==> config.mk <==
export PLATFORM = sky130hd
export DESIGN_NAME = regfile_writeback
export DESIGN_NICKNAME = d
export VERILOG_FILES = /design/src/rtl/regfile_writeback.sv
export SDC_FILE = /design/constraint.sdc
export NUM_CORES = 1
export LEC_CHECK = 0
export CELL_PAD_IN_SITES_DETAIL_PLACEMENT = 1
export CELL_PAD_IN_SITES_GLOBAL_PLACEMENT = 2
export CORE_MARGIN = 2
export CORE_UTILIZATION = 28
export CTS_CLUSTER_SIZE = 24
export DETAILED_ROUTE_END_ITERATION = 10
export GPL_TIMING_DRIVEN = 0
export HOLD_SLACK_MARGIN = 0.1
export PLACE_DENSITY = 0.61
export SLEW_MARGIN = 15
export SYNTH_ARGS = -nofsm -noshare
export SYNTH_HDL_FRONTEND = slang
export SYNTH_SLANG_ARGS = --single-unit
==> constraint.sdc <==
create_clock -name clk -period 4.9 [get_ports clk]
set_clock_uncertainty 0.2 [all_clocks]
set_input_delay 1.225 -clock clk [delete_from_list [all_inputs] [get_ports clk]]
set_output_delay 1.225 -clock clk [all_outputs]
set_load 0.005 [all_outputs]
==> src/rtl/regfile_writeback.sv <==
// Write-back arbiter for the 8x16 register file: ALU results take priority, memory returns queue in a FIFO.
// Optional feature: define ZERO_REG_EN to hard-wire register 0 to zero (writes to it are suppressed).
module regfile_writeback #(
    parameter int DEPTH = 4,
    parameter int AW    = 2
) (
    input  logic          clk,
    input  logic          rst,
    input  logic          alu_valid,
    input  logic [2:0]    alu_reg,
    input  logic [15:0]   alu_data,
    input  logic          mem_valid,
    output logic          mem_ready,
    input  logic [2:0]    mem_reg,
    input  logic [15:0]   mem_data,
    output logic          write,
    output logic [2:0]    wreg,
    output logic [15:0]   wd,
    output logic [7:0]    pending,
    output logic [AW:0]   fifo_cnt
);

    localparam logic [AW:0]   CNT_ONE = (AW+1)'(1);
    localparam logic [AW-1:0] PTR_ONE = AW'(1);
    localparam logic [AW:0]   FULL    = (AW+1)'(DEPTH);

    logic [2:0]  fifo_reg  [DEPTH];
    logic [15:0] fifo_data [DEPTH];
    logic [AW-1:0] head;
    logic [AW-1:0] tail;
    logic [AW:0]   count;
    logic [AW:0]   cnt [8];

    logic        push;
    logic        pop;
    logic [2:0]  head_reg;
    logic [15:0] head_data;
    logic        alu_wr;
    logic        mem_wr;
    logic        push_tracked;
    logic [7:0]  inc_vec;
    logic [7:0]  dec_vec;

    assign mem_ready = (count != FULL);
    assign fifo_cnt  = count;
    assign push      = mem_valid && mem_ready;
    assign pop       = !alu_valid && (count != '0);
    assign head_reg  = fifo_reg[head];
    assign head_data = fifo_data[head];

    // Register 0 entries still occupy a FIFO slot and a pop cycle, but never write or track pending.
`ifdef ZERO_REG_EN
    assign alu_wr       = alu_valid && (alu_reg != 3'd0);
    assign mem_wr       = pop && (head_reg != 3'd0);
    assign push_tracked = push && (mem_reg != 3'd0);
`else
    assign alu_wr       = alu_valid;
    assign mem_wr       = pop;
    assign push_tracked = push;
`endif

    always_ff @(posedge clk) begin
        if (push) begin
            fifo_reg[tail]  <= mem_reg;
            fifo_data[tail] <= mem_data;
        end
    end

    always_ff @(posedge clk or posedge rst) begin
        if (rst) begin
            head  <= '0;
            tail  <= '0;
            count <= '0;
        end else begin
            if (push) tail <= tail + PTR_ONE;
            if (pop)  head <= head + PTR_ONE;
            case ({push, pop})
                2'b10:   count <= count + CNT_ONE;
                2'b01:   count <= count - CNT_ONE;
                default: count <= count;
            endcase
        end
    end

    always_ff @(posedge clk or posedge rst) begin
        if (rst) begin
            write <= 1'b0;
            wreg  <= '0;
            wd    <= '0;
        end else begin
            write <= alu_wr || mem_wr;
            if (alu_wr) begin
                wreg <= alu_reg;
                wd   <= alu_data;
            end else if (mem_wr) begin
                wreg <= head_reg;
                wd   <= head_data;
            end
        end
    end

    always_comb begin
        inc_vec = '0;
        dec_vec = '0;
        if (push_tracked) inc_vec[mem_reg]  = 1'b1;
        if (mem_wr)       dec_vec[head_reg] = 1'b1;
    end

    // A push and pop naming the same register cancel out, leaving its count unchanged.
    always_ff @(posedge clk or posedge rst) begin
        if (rst) begin
            for (int r = 0; r < 8; r++) cnt[r] <= '0;
        end else begin
            for (int r = 0; r < 8; r++) begin
                if (inc_vec[r] && !dec_vec[r])
                    cnt[r] <= cnt[r] + CNT_ONE;
                else if (dec_vec[r] && !inc_vec[r])
                    cnt[r] <= cnt[r] - CNT_ONE;
            end
        end
    end

    always_comb begin
        pending = '0;
        for (int r = 0; r < 8; r++) pending[r] = (cnt[r] != '0);
    end

endmodule

---- Word-level counts from Yosys, hierarchy flattened ----
Memories as Yosys holds them, arrays and structs flattened.
Cells that the tools add are included.
word-level totals
  register bits after elaboration ......... 51
  bits in writable memories ............... 76
  input bits .............................. 42
  output and inout bits ................... 32
  logic and storage cells ................. 129
  memories ................................ 2
memories
  memory     depth  width  rd ports  clocked after memory_dff  wr ports  RTL line  RTL
  fifo_data  4      16     1         0                         1         28        logic [15:0] fifo_data [DEPTH];
  fifo_reg   4      3      1         0                         1         27        logic [2:0] fifo_reg [DEPTH];
cells by class
  $add $sub $neg .......................... 20
  order comparisons ....................... 4
  equal/unequal tests ..................... 3
  multiplexer cells ....................... 29
  reductions and logical operators ........ 57
operator list
  cell                 count
  $mux 3               18
  $mux 16              2
  $add 3x1->3 const B  9
  $reduce_bool 3->1    9
  $sub 3x1->3 const B  9
  $logic_and 1x1->1    20
  $reduce_bool 2->1    10
  $logic_not 1->1      17
  $mux 8               2
  $lt 3x4->1 const B   2
  $demux 1 s3          2
  $ge 3x1->1 const B   2
  $pmux 3 s2           1
  $add 2x1->2 const B  2
  $mux 1               4
  $ne 3x3->1 const B   1
  $eq 2x1->1 const B   1
  $eq 2x2->1 const B   1
  $logic_or 1x1->1     1

---- Logic depth before layout (Yosys ltp) ----
  depth in word-level cells ............... 9
  mapped depth ............................ 10
  depth with buffers taken out ............ 9

---- Worst setup path after synthesis ----
No wires, ideal clock.
  kind .................................... in2reg
  from .................................... in alu_valid
  to ...................................... reg cnt[16] (netlist name)
  arrival time ............................ 2.872 ns
  setup slack ............................. 1.704 ns
  stages .................................. 8
  path buffers ............................ 2
  cells stage by stage .................... buf_2 -> clkbuf_1 -> nor3_1 -> nand2_1 -> ha_1 -> inv_1 -> fa_1 -> mux2_2
on the way
  cells in the longest elaborated chain, start to end .. 6
RTL lines
  item                                                RTL line  RTL
  start, declared                                     9         input logic alu_valid,
  $logic_not 1->1 (*)                                 47        assign pop = !alu_valid && (count != '0);
  $logic_and 1x1->1 (*)                               47
  $mux 8 (*)                                          106       if (mem_wr) dec_vec[head_reg] = 1'b1;
  $logic_not 1->1                                     115       if (inc_vec[r] && !dec_vec[r])
  $logic_and 1x1->1                                   115
  $mux 3 / $reduce_bool 2->1 (equally long branches)  n/a
  end signal, assigned by index                       116       cnt[r] <= cnt[r] + CNT_ONE;
  end signal, assigned by index                       118       cnt[r] <= cnt[r] - CNT_ONE;
  end, declared                                       32        logic [AW:0] cnt [8];
Every way passes the cells marked *; elsewhere a longest branch is shown, timed or not.
A chain may end at the register's enable or synchronous reset.

---- Worst setup path after layout ----
  from .................................... in mem_reg[1]
  to ...................................... reg cnt[17] (netlist name)
on the way
  cells in the longest elaborated chain, start to end .. 8
RTL lines
  item                                                                   RTL line  RTL
  start, declared                                                        14        input logic [2:0] mem_reg,
  $lt 3x4->1 (not written as such) / $ge 3x1->1 (equally long branches)  105       if (push_tracked) inc_vec[mem_reg] = 1'b1;
  $logic_and 1x1->1 (not written as such)                                105
  $mux 1 (not written as such)                                           105
  $demux 1 s3 (*)                                                        105
  $mux 8 (*)                                                             105
  $logic_not 1->1                                                        117       else if (dec_vec[r] && !inc_vec[r])
  $logic_and 1x1->1                                                      117
  $reduce_bool 2->1 (no source line)                                     n/a
Marked as above.

==> impl_metrics.toml <==
[outcome]
status = "finished clean"

[critical_path]
critPathRequiredTime_ns = 5.03
crit_arrival_ns = 3.57
cp-start-kind = "input pin"
slowest_delay_ns = 0.65
cp_cell_sequence = "clkdlybuf4s50_1, nand3_1, nor3_1, ha_1, inv_1, fa_1, xor2_1, nor2_1, xor2_1"
worstSetupEndpointType = "flip-flop"
startpoint = "mem_reg[1]"
crit_slowest_cell = "clkdlybuf4s50_1"
critPathMaxFanout = 9
cpMostUsedCell = "xor2_1"
path_class = "in -> reg"
r2r-start = "head[0]"

[layout]
regMostFlops = "fifo_data"
area_growth_pct = 29.69
stdcell_count = 743
utilization_pct = 37.10
diodes = 0
reg.largest.list = "fifo_data x64, cnt x24, wd x16"
fill_cells = 2048
largest_register_ffs = 64
fin_area_mm2 = 0.007221
final_net_count = 529
drive_gt1_share_pct = 17.78

[detailed_routing]
dr.pass1.iters = 4
ant_nets = 0
viasPerCell = 4.410
finalWirelength_mm = 12.81
drt_iter0_drc = 131
vias = 3277
wl_per_cell_um = 17.24
remaining_drc_errors = 0

[placed_design]
place_area_mm2 = 0.006623
globalplace.congestion = 0.7279
post-place-cells = 711
dp_hpwl_mm = 8.885
io_buffers = 72

[logic_synthesis]
syn_area_per_cell_um2 = 14.89
ys_warn_count = 0
synth_area_mm2 = 0.005568
ys_seq_area_share_pct = 63.91
synth_top_area_cell = "edfxtp_1"
synth_area_leaders = "edfxtp_1, dfrtp_1, mux2_2"
synth_top_cell_area_share_pct = 40.99
ys_types = 34
syn_inst = 374
synthesis.nets = 438
synth.ff_latch_count = 127

[cts]
cts.sinks = 127
cts_resized = 0
post_cts_buffers = 0
clkTransAtPathRegs_ns = 0.05
htreeDepth = 4
clockBufferDepth = 2
clk_latency_ns = 0.41
cts_buffers = 17
ctsRootBufferMaster = "clkbuf_16"
postCtsHoldBufs = 0
tritoncts = "yes"

[grt]
grt_antenna_before_repair = 0
grt_pass1_vias = 3855
track_usage_pct = 13.21
grt_start_max_net_pins = 52
grt_pass1_wl_mm = 21.07
gr-total-overflow = 0

[floorplanning]
core_area_mm2 = 0.01946
start_util_pct = 28.61
die_w_um = 145.0
num_rows = 51
die_h_um = 145.0
io_pins = 74
dieArea_mm2 = 0.02103

[timing]
hold_viol = 0
slew_violations = 0
hold_slack_ns = 0.2635
fmax_ghz = 0.2906
finalSetupViolations = 0
fin_crit_sh_pct = 70.23
finalSetupTns_ns = 0
worstMarginPinSlew_ns = 1.129
rsz0062_at_grt = "no"
period_minus_slack_ns = 3.441
slew_headroom_pct = 24.71

[power]
powerDensity_mw_per_mm2 = 592.1
vdd_ir_drop_max_mv = 0.2535
leakage_nw = 2.648

[run]
max-cap-violations = 0

[min_path]
min-delay-start = "cnt[5]"
min_path_type = "reg -> reg"
## routing by layer
layer  track usage [%]  wire [um]  vias up
li1                  -          -     1538
met4             4.455        163        0
met1             16.28       5617     1669
met5                 0          0        -
met2             22.33       6558       56
met3             3.742        470       14
## worst paths after layout
path | endpoint | slack, ns | cells after the start
setup reg to reg | cnt[4] | 1.99 | 7
min in group asynchronous | cnt[14] | 1.08 | 2
hold / removal | cnt[5] | 0.26 | 1
max in group asynchronous | wd[2] | 2.95 | 2
hold reg to reg | cnt[5] | 0.26 | 1
setup / recovery | cnt[17] | 1.46 | 9
## cells in the mapped netlist
library cell	count
edfxtp_1	76
dfrtp_1	51
a21oi_1	32
mux2_2	29
xor2_1	20
nor2b_1	18
nand2_1	15
inv_1	14
nor2_1	14
ha_1	13
o221ai_1	10
xnor2_1	10
buf_2	9
fa_1	9
mux4_2	9
or3_1	9
nor3_1	5
and3_1	4
clkbuf_1	4
nand2b_1	4
nor3b_1	4
a221o_1	2
buf_4	2
a211o_1	1
and2_1	1
buf_1	1
mux2i_1	1
nand2_2	1
nand3_1	1
nor3_4	1
nor3b_4	1
nor4_1	1
or2_2	1
or3b_1	1
## stage by stage
stage | setup slack, ns | total power, W
floorplan | 1.704 | 0.002511
global placement | 0.9716 | 0.003030
detailed placement | 0.9860 | 0.003083
CTS | 1.429 | 0.004369
global route | 1.287 | 0.004571
finish | 1.459 | 0.004276
## critical path: cells and delay by family
kind,cells,cell delay (ns)
buffers and inverters,2,0.71
adders and majority gates,2,0.62
xor gates and xnor gates,2,0.31
and+or+nand+nor,3,0.71
## logic make-up (layout without fill, tap and decap cells)
| kind of cell | count (synthesis) | after routing | synth area share (%) |
|---|---|---|---|
| compound gates | 45 | 45 | 4.966 |
| buf+inv | 30 | 134 | 2.359 |
| simple gates | 81 | 81 | 8.202 |
| flops | 127 | 127 | 63.91 |
| mux | 39 | 39 | 9.685 |
| xor+xnor | 30 | 30 | 4.719 |
| fa+ha+maj | 22 | 22 | 6.157 |
## power breakdown
group | switching [W] | internal (W) | leakage (nW)
clock network | 0.000461 | 0.000798 | 0.286
logic | 0.000631 | 0.000707 | 1.08
registers | 0.000203 | 0.00148 | 1.28
## layout make-up
cell class | count | area, um^2 | share of cell area, %
inverters | 14 | 55.05 | 0.7624
clock buffers | 18 | 429.2 | 5.944
multi-input cells | 217 | 1881 | 26.04
clock inverters | 14 | 166.4 | 2.305
flip-flops and latches | 127 | 3558 | 49.28
well taps | 265 | 331.6 | 4.592
plain buffers | 16 | 78.83 | 1.092
repair buffers | 72 | 720.7 | 9.981
## layout by cell type, fill, tap and decap left out, types with 3 or more instances in the layout
master / synthesis / layout
nand2_1: 15 / 15
buf_2: 9 / 9
clkbuf_1: 4 / 5
edfxtp_1: 76 / 76
or3_1: 9 / 9
fa_1: 9 / 9
ha_1: 13 / 13
o221ai_1: 10 / 10
mux4_2: 9 / 9
inv_1: 14 / 13
bufinv_16: 0 / 3
xor2_1: 20 / 20
xnor2_1: 10 / 10
mux2_2: 29 / 29
nor3_1: 5 / 5
nor2_1: 14 / 14
dfrtp_1: 51 / 51
clkinv_4: 0 / 3
nor3b_1: 4 / 4
a21oi_1: 32 / 32
clkbuf_16: 0 / 17
clkdlybuf4s50_1: 0 / 72
nand2b_1: 4 / 4
nor2b_1: 18 / 18
(Power assumes the default switching activity.)
